===== src/rtl/unidad_adelanto_comparacion_pkg.sv =====
`default_nettype none
// ============================================================================
// Module      : unidad_adelanto_comparacion_pkg
// Description : Shared selector encodings, shadow-slot type and match helper
//               for the branch-comparison forwarding controller.
// Revision    : 1.0 - initial release
// ============================================================================
package unidad_adelanto_comparacion_pkg;

    // Widest register index a shadow slot can carry; narrower indices are
    // zero-extended into this field by the top level.
    localparam int c_RD_MAX_W = 8;

    // Comparison-mux selector encodings
    localparam logic [1:0] SEL_DECO = 2'b00;
    localparam logic [1:0] SEL_EXE  = 2'b01;
    localparam logic [1:0] SEL_MEM  = 2'b10;

    // Shadow pipeline slot: destination tag of the instruction in a stage
    typedef struct packed {
        logic                  valid;
        logic [c_RD_MAX_W-1:0] rd;
        logic                  load;
    } slot_t;

    // A slot supplies a source only when it writes that register; r0 is
    // hard-wired to zero and is never forwarded.
    function automatic logic slot_match(input slot_t slot,
                                        input logic [c_RD_MAX_W-1:0] src);
        return slot.valid && (slot.rd == src) && (src != '0);
    endfunction

endpackage
`default_nettype wire


===== src/rtl/unidad_adelanto_comparacion_sel_adelanto.sv =====
`default_nettype none
// ============================================================================
// Module      : sel_adelanto
// Description : Per-source forwarding selector. Picks the youngest producer
//               of the source register among the EXE and MEM shadow slots and
//               flags a load in EXE that cannot be forwarded yet.
// Revision    : 1.0 - initial release
// ============================================================================
module sel_adelanto
    import unidad_adelanto_comparacion_pkg::*;
(
    input  logic [c_RD_MAX_W-1:0] i_src,
    input  slot_t                 i_exe,
    input  slot_t                 i_mem,
    output logic [1:0]            o_sel,
    output logic                  o_load_hit
);

    logic w_exe_hit;
    logic w_mem_hit;

    assign w_exe_hit = slot_match(i_exe, i_src);
    assign w_mem_hit = slot_match(i_mem, i_src);

    // EXE is younger so it wins; an EXE load has no data yet and must stall,
    // while MEM data is already valid for both loads and ALU ops.
    always_comb begin
        o_sel      = SEL_DECO;
        o_load_hit = 1'b0;
        if (w_exe_hit) begin
            if (i_exe.load) begin
                o_load_hit = 1'b1;
            end else begin
                o_sel = SEL_EXE;
            end
        end else if (w_mem_hit) begin
            o_sel = SEL_MEM;
        end
    end

endmodule
`default_nettype wire


===== src/rtl/unidad_adelanto_comparacion.sv =====
`default_nettype none
// ============================================================================
// Module      : unidad_adelanto_comparacion
// Description : Forwarding and load-use hazard controller for the branch
//               comparison operand muxes in DECO. Tracks destination tags of
//               EXE and MEM, drives the Rs/Rt mux selectors, raises Stall on a
//               branch that depends on a load still in EXE and counts stalls.
// Revision    : 1.0 - initial release
// ============================================================================
module unidad_adelanto_comparacion
    import unidad_adelanto_comparacion_pkg::*;
#(
    parameter int REG_W = 5,
    parameter int CNT_W = 16
) (
    input  logic             clk,
    input  logic             reset,
    input  logic             Avanza,
    input  logic             Flush,
    input  logic [REG_W-1:0] Rs_Deco_Id,
    input  logic [REG_W-1:0] Rt_Deco_Id,
    input  logic             Es_Branch,
    input  logic             Usa_Rt,
    input  logic [REG_W-1:0] Rd_Deco_Id,
    input  logic             RegWrite_Deco,
    input  logic             MemRead_Deco,
    output logic [1:0]       Sel_Rs,
    output logic [1:0]       Sel_Rt,
    output logic             Stall,
    output logic [CNT_W-1:0] Cnt_Stall
);

    slot_t                 r_exe;
    slot_t                 r_mem;
    logic [CNT_W-1:0]      r_cnt;

    logic [c_RD_MAX_W-1:0] w_rs_ext;
    logic [c_RD_MAX_W-1:0] w_rt_ext;
    slot_t                 w_deco_slot;
    logic [1:0]            w_sel_rs;
    logic [1:0]            w_sel_rt;
    logic                  w_hit_rs;
    logic                  w_hit_rt;
    logic                  w_stall;

    // Widen DECO register indices to the slot tag width
    always_comb begin
        w_rs_ext              = '0;
        w_rt_ext              = '0;
        w_deco_slot           = '0;
        w_rs_ext[REG_W-1:0]   = Rs_Deco_Id;
        w_rt_ext[REG_W-1:0]   = Rt_Deco_Id;
        w_deco_slot.valid     = RegWrite_Deco;
        w_deco_slot.rd[REG_W-1:0] = Rd_Deco_Id;
        w_deco_slot.load      = MemRead_Deco;
    end

    sel_adelanto u_sel_rs (
        .i_src      (w_rs_ext),
        .i_exe      (r_exe),
        .i_mem      (r_mem),
        .o_sel      (w_sel_rs),
        .o_load_hit (w_hit_rs)
    );

    sel_adelanto u_sel_rt (
        .i_src      (w_rt_ext),
        .i_exe      (r_exe),
        .i_mem      (r_mem),
        .o_sel      (w_sel_rt),
        .o_load_hit (w_hit_rt)
    );

    // Only branches use the comparison muxes; rt is ignored for rs-vs-zero
    always_comb begin
        w_stall = Es_Branch && (w_hit_rs || (Usa_Rt && w_hit_rt));
        Sel_Rs  = Es_Branch ? w_sel_rs : SEL_DECO;
        Sel_Rt  = (Es_Branch && Usa_Rt) ? w_sel_rt : SEL_DECO;
    end

    assign Stall     = w_stall;
    assign Cnt_Stall = r_cnt;

    // Shadow pipeline and saturating stall counter; everything freezes
    // while the pipeline is not advancing.
    always_ff @(posedge clk) begin
        if (reset) begin
            r_exe <= '0;
            r_mem <= '0;
            r_cnt <= '0;
        end else if (Avanza) begin
            r_mem <= r_exe;
            if (w_stall || Flush) begin
                r_exe <= '0;
            end else begin
                r_exe <= w_deco_slot;
            end
            if (w_stall && (r_cnt != '1)) begin
                r_cnt <= r_cnt + CNT_W'(1);
            end
        end
    end

endmodule
`default_nettype wire


===== config.mk =====
export PLATFORM = sky130hd
export DESIGN_NAME = unidad_adelanto_comparacion
export DESIGN_NICKNAME = d
export VERILOG_FILES = /design/src/rtl/unidad_adelanto_comparacion_pkg.sv /design/src/rtl/unidad_adelanto_comparacion_sel_adelanto.sv /design/src/rtl/unidad_adelanto_comparacion.sv
export SDC_FILE = /design/constraint.sdc
export NUM_CORES = 1
export LEC_CHECK = 0
export CAP_MARGIN = 15
export CORE_ASPECT_RATIO = 0.9
export CORE_MARGIN = 2
export CORE_UTILIZATION = 47
export CTS_CLUSTER_DIAMETER = 60
export DETAILED_ROUTE_END_ITERATION = 16
export PLACE_DENSITY_LB_ADDON = 0.12
export SETUP_SLACK_MARGIN = 0.1
export SLEW_MARGIN = 20
export SYNTH_ARGS = -nofsm -noshare
export SYNTH_HDL_FRONTEND = slang
export SYNTH_SLANG_ARGS = --single-unit

===== constraint.sdc =====
create_clock -name clk -period 2.9 [get_ports clk]
set_input_delay 0.58 -clock clk [delete_from_list [all_inputs] [get_ports clk]]
set_output_delay 0.58 -clock clk [all_outputs]
set_load 0.05 [all_outputs]

-- Yosys cells after proc, flatten, opt, wreduce, memory -nomap -nowiden
Cells that the tools add are included.
- flip-flop bits (word level): 35
- input bits: 23
- $add $sub $neg: 1
- equal/unequal tests: 5
- muxes and demuxes: 11
- reductions and logical operators: 17
- operator list (kind ; number):
    == test 8 x 5 -> 1 bit ; 4
    adder 16 x 1 -> 16 bit, second input constant ; 1
    inequality test 16 bit, second input constant ; 1
    nonzero test 8 bit ; 2
    logical AND 1 bit ; 12
    two-way mux 2 bit ; 6
    two-way mux 10 bit ; 1
    two-way mux 1 bit ; 4
    logical OR 1 bit ; 2
    AND reduction 2 bit ; 1

-- Logic depth before layout (Yosys ltp)
- word-level depth: 9
- gate-level depth with buffers: 8

-- By module
A second synthesis with hierarchy kept.
- cell total of the unflattened synthesis: 222
- area, all modules: 1896.8 µm²
- modules (own cells, without submodules) (module ; instances ; cells each ; area each (µm²)):
    unidad_adelanto_comparacion ; 1 ; 164 ; 1411.4
    sel_adelanto ; 2 ; 29 ; 242.7

-- Worst setup path after synthesis
Ideal clock, no wire load.
- path type: input to output
- from: input Rs_Deco_Id[1]
- to: output Sel_Rs[1]
- arrival time: 2.892 ns
- required time: 2.320 ns
- path slack: -0.572 ns
- stages: 4
- path buffers: 0
- cells stage by stage: or4_1 > nor2_2 > nor4_4 > nor4_1
- cells in the longest elaborated chain, start to end: 6
- elaborated cells between the ends (all ways): 10
- RTL lines (item ; RTL line ; RTL):
    start: declaration ; unidad_adelanto_comparacion.sv:20 ; input logic [REG_W-1:0] Rs_Deco_Id,
    == test 8 x 5 -> 1 bit ; unidad_adelanto_comparacion_pkg.sv:30 ; return slot.valid && (slot.rd == src) && (src != '0);
    logical AND 1 bit (2 in series) ; unidad_adelanto_comparacion_pkg.sv:30 ;
    two-way mux 2 bit ; unidad_adelanto_comparacion_sel_adelanto.sv:36 ; end else if (w_mem_hit) begin
    two-way mux 2 bit (*) ; unidad_adelanto_comparacion_sel_adelanto.sv:30 ; if (w_exe_hit) begin
    two-way mux 2 bit (*) ; unidad_adelanto_comparacion.sv:77 ; Sel_Rs = Es_Branch ? w_sel_rs : SEL_DECO;
    end: declaration ; unidad_adelanto_comparacion.sv:27 ; output logic [1:0] Sel_Rs,
Mark *: on every way between the ends. The rest lies on a longest branch, timed or not.

-- Final worst setup path
- from: input Rs_Deco_Id[0]
- to: output Sel_Rs[1]
Same word-level chain as after synthesis.

==> impl_results.rst <==
.. list-table::
   :header-rows: 1

   * - Metric
     - Value
   * - Flop-to-flop setup slack
     - 0.48 ns
   * - Routability cong.
     - 0.9927
   * - Number of instances in the synthesized netlist
     - 170
   * - Antenna-violating nets left
     - 0
   * - Share of the synthesized area in compound gates (AO/OA/AOI/OAI)
     - 0.1635
   * - Startpoint Class
     - input port
   * - Maximum number of pins on one net before global-route repair
     - 18
   * - Total power per unit cell area
     - 364.4 mW/mm^2
   * - Remaining max-slew budget at the tightest pin
     - 0.6349
   * - Depth of the CTS H-tree
     - 2
   * - Number of placed instances, taps included
     - 261
   * - Clock net sink count
     - 29
   * - Min Tclk post-route
     - 2.769 ns
   * - Filler cells
     - 234
   * - Leakage power summed over all cells
     - 0.0008471 uW
   * - CP top delay family
     - buffers and inverters
   * - VDD IR-drop max
     - 0.3435 mV
   * - Hold Path End
     - Cnt_Stall[15]$_SDFFE_PP0P_
   * - Upper clock frequency limit
     - 361.1 MHz
   * - Number of global-route vias before repair
     - 1414
   * - Worst EP required
     - 2.32 ns
   * - Highest net fanout along the worst path
     - 3
   * - Seq/Total Area, Yosys
     - 0.3718
   * - Max incr delay on CP
     - 0.63 ns
   * - Via/cell ratio
     - 5.620
   * - Post-cts hold buffer count
     - 0
   * - Cell chosen for the clock root
     - clkbuf_8
   * - Critical path data arrival time
     - 2.19 ns
   * - Hold violation count in the final report
     - 0
   * - Post-Synth XOR/XNOR Area
     - 0.1234
   * - Count of cell types in the netlist
     - 35
   * - Final setup fails
     - 0
   * - Netlist Area Pre-Place
     - 0.001561 sq mm
   * - Longest Clk Path Bufs
     - 2
   * - Placeable core region
     - 0.003114 sq mm
   * - Half-perimeter wire length after detailed placement
     - 3006 um
   * - Mapped Nets
     - 194
   * - Cells along the critical path
     - clkdlybuf4s50_1, nor2_4, buf_4, buf_4, buf_4, nor4_4, buf_12
   * - Synthesis-to-finish area growth
     - 46.87%
   * - Later-pin clock latency in the skew report
     - 0.29 ns
   * - Final cell area excluding filler cells
     - 0.002293 sq mm
   * - Register bit total from synthesis
     - 29
   * - Hold Path Depth
     - 2
   * - DIE WIDTH
     - 64.76 um
   * - Worst r2r path cells
     - 9
   * - Final cycle utilization of the critical path
     - 0.9549
   * - Final Routed Wirelength
     - 4069 um
   * - Count of buffering cells on the critical path with inverters included
     - 5
   * - Count of non-filler cells in the finished layout
     - 274
   * - Number of ports placed on the die boundary
     - 44
   * - Remaining routing DRC violations
     - 0
   * - Full die area
     - 0.003800 sq mm
   * - Number of synthesis warnings
     - 0
   * - Clock skew after layout
     - 0.006489 ns
   * - Initial detailed-routing violation count
     - 70
   * - TritonCTS Buffers
     - 5
   * - Overall power of the completed layout
     - 835.8 uW
   * - Initial core utilization
     - 0.5014
   * - Share of layout cells above drive strength 1
     - 0.1983
   * - Clock tree from TritonCTS
     - built
   * - Area after detailed placement
     - 0.002141 sq mm
   * - Floorplan row count
     - 19
   * - Number of diodes added for antenna fixing
     - 0
   * - RSZ-0062 raised after global routing
     - false
   * - Worst path slowest cell
     - clkdlybuf4s50_1
   * - Wire length of the first global-routing pass
     - 6334 um
   * - Vert. Die Dim
     - 58.68 um
   * - Global-route total usage across every layer
     - 0.2199
   * - Setup TNS
     - 0 ns
   * - First-pass iteration count of the detailed router
     - 4
   * - Multiplexer area fraction after synthesis
     - 0.05208
   * - Worst hold slack
     - 0.5070 ns
   * - Startpoint of the most critical register-to-register path
     - r_exe[2]$_SDFFE_PP0P_
   * - Most common cell after layout, fill and taps aside
     - clkdlybuf4s50_1
   * - Total grt overflow
     - 0
   * - Cell repeated most along the worst path
     - buf_4
   * - Fin. max-slew vios
     - 0
   * - Critical path class
     - in -> out
   * - Adder-cell share of the synthesized area
     - 0.008013
   * - Mean area per synthesized cell
     - 9.185 sq um
   * - Status
     - finished, final reports clean
   * - Combinational family with the most area after synthesis
     - simple AND/OR/NAND/NOR gates
   * - R2r endpoint
     - Cnt_Stall[9]$_SDFFE_PP0P_
   * - Total via count after detailed routing
     - 1540
   * - Post-layout nets
     - 255
   * - Wire length per cell
     - 14.85 um
   * - IO Port Bufs
     - 43
   * - Worst hold path startpoint
     - Cnt_Stall[15]$_SDFFE_PP0P_
   * - Initial antenna violation count
     - 0
   * - Simple-gate share of the synthesized area
     - 0.2444
   * - Worst min-delay path category
     - reg -> reg
   * - Worst Max-Slew Pin Slew
     - 0.5456 ns
   * - Clock-pin slew on the worst setup and hold paths
     - 0.07 ns
   * - Number of maximum-capacitance constraint violations
     - 0
   * - Most used cells in the layout excluding fill and tap cells
     - clkdlybuf4s50_1, dfxtp_1, buf_4
   * - Element type at the critical path end
     - primary output
[layout make-up]
cell class | count | area, sq um | share of cell area
clock buffers | 6 | 72.57 | 0.03164
clock inverters | 2 | 10.01 | 0.004364
flip-flops and latches | 29 | 580.6 | 0.2531
multi-input cells | 132 | 983.4 | 0.4288
well taps | 42 | 52.55 | 0.02291
inverters | 3 | 11.26 | 0.004910
repair buffers | 60 | 583.1 | 0.2542
[power breakdown]
group          switching [uW]  internal, uW
clock network             162           166
registers                8.06           404
logic                    43.6          52.4
total                     214           622
[cells by family after synthesis]
kind of cell | after synthesis
simple gates | 64
compound gates | 37
buf+inv | 9
fa+ha+maj | 1
flops | 29
xor+xnor | 22
mux | 8
[metrics by stage]
stage	util	setup slack [ns]
after detailed placement	0.6874	-0.04983
after global placement	0.6874	-0.009736
final	0.7364	0.1309
after global routing	0.7364	0.08912
after floorplan	-	0.1912
after CTS	0.7248	0.08002
[sequential cells by signal, indices dropped and copies added, names as in the netlist]
register,flops
Cnt_Stall,16
r_exe,7
r_mem,6
[cell usage after synthesis]
cell,n,area share
a21oi_1,11,0.035
nor2b_1,1,0.0040
o211a_1,1,0.0064
nor4_4,1,0.014
nand3_1,6,0.019
o211ai_1,1,0.0048
a21oi_2,1,0.0056
nor2_1,16,0.038
dfxtp_1,29,0.37
xnor2_1,14,0.079
or3_1,7,0.028
nand4_1,6,0.024
and4_4,1,0.0072
clkbuf_1,4,0.0096
xor2_1,8,0.045
and3b_1,2,0.011
o31ai_1,5,0.024
buf_6,1,0.0072
nor3_2,1,0.0064
mux2i_1,7,0.045
nand4_4,1,0.014
or4_1,7,0.034
ha_1,1,0.0080
nor4_1,4,0.016
o41a_1,1,0.0072
o2111ai_1,1,0.0056
inv_1,3,0.0072
o2111ai_2,1,0.0096
nor2_2,1,0.0040
a22o_1,7,0.039
nand2_1,9,0.022
mux2_2,1,0.0072
nor3_1,1,0.0032
o21ai_1,8,0.026
buf_12,1,0.013
[routing by layer]
metal  share of wire  track usage
met5               0            0
met4           0.010      0.06383
met3           0.058      0.07457
met2            0.48       0.3638
met1            0.45       0.2746
[tightest hold or removal path, stage by stage (launching register included)]
cell     delay [ns]
dfxtp_1        0.33
o31ai_1        0.07
a21oi_1        0.06
[worst max-delay path by stage]
stage          slack (ns)          start   endpoint  cells past startpoint
6_report             0.13  Rs_Deco_Id[0]  Sel_Rs[1]                      7
3_3_place_gp        -0.01  Rs_Deco_Id[1]      Stall                      8
2_1_floorplan        0.19  Rt_Deco_Id[0]  Sel_Rt[1]                      4
3_5_place_dp        -0.05  Rs_Deco_Id[1]      Stall                      8
4_1_cts              0.08  Rs_Deco_Id[2]  Sel_Rs[1]                      7
5_1_grt              0.09  Rs_Deco_Id[3]  Sel_Rs[1]                      7
[what timing repair did]
action	4_1_cts	5_1_grt
buffers inserted	3	2
resized for setup	16	7
cloned	0	0
pin swaps	4	4
endpoints found under the setup margin	4	4
(Power assumes the default switching activity.)
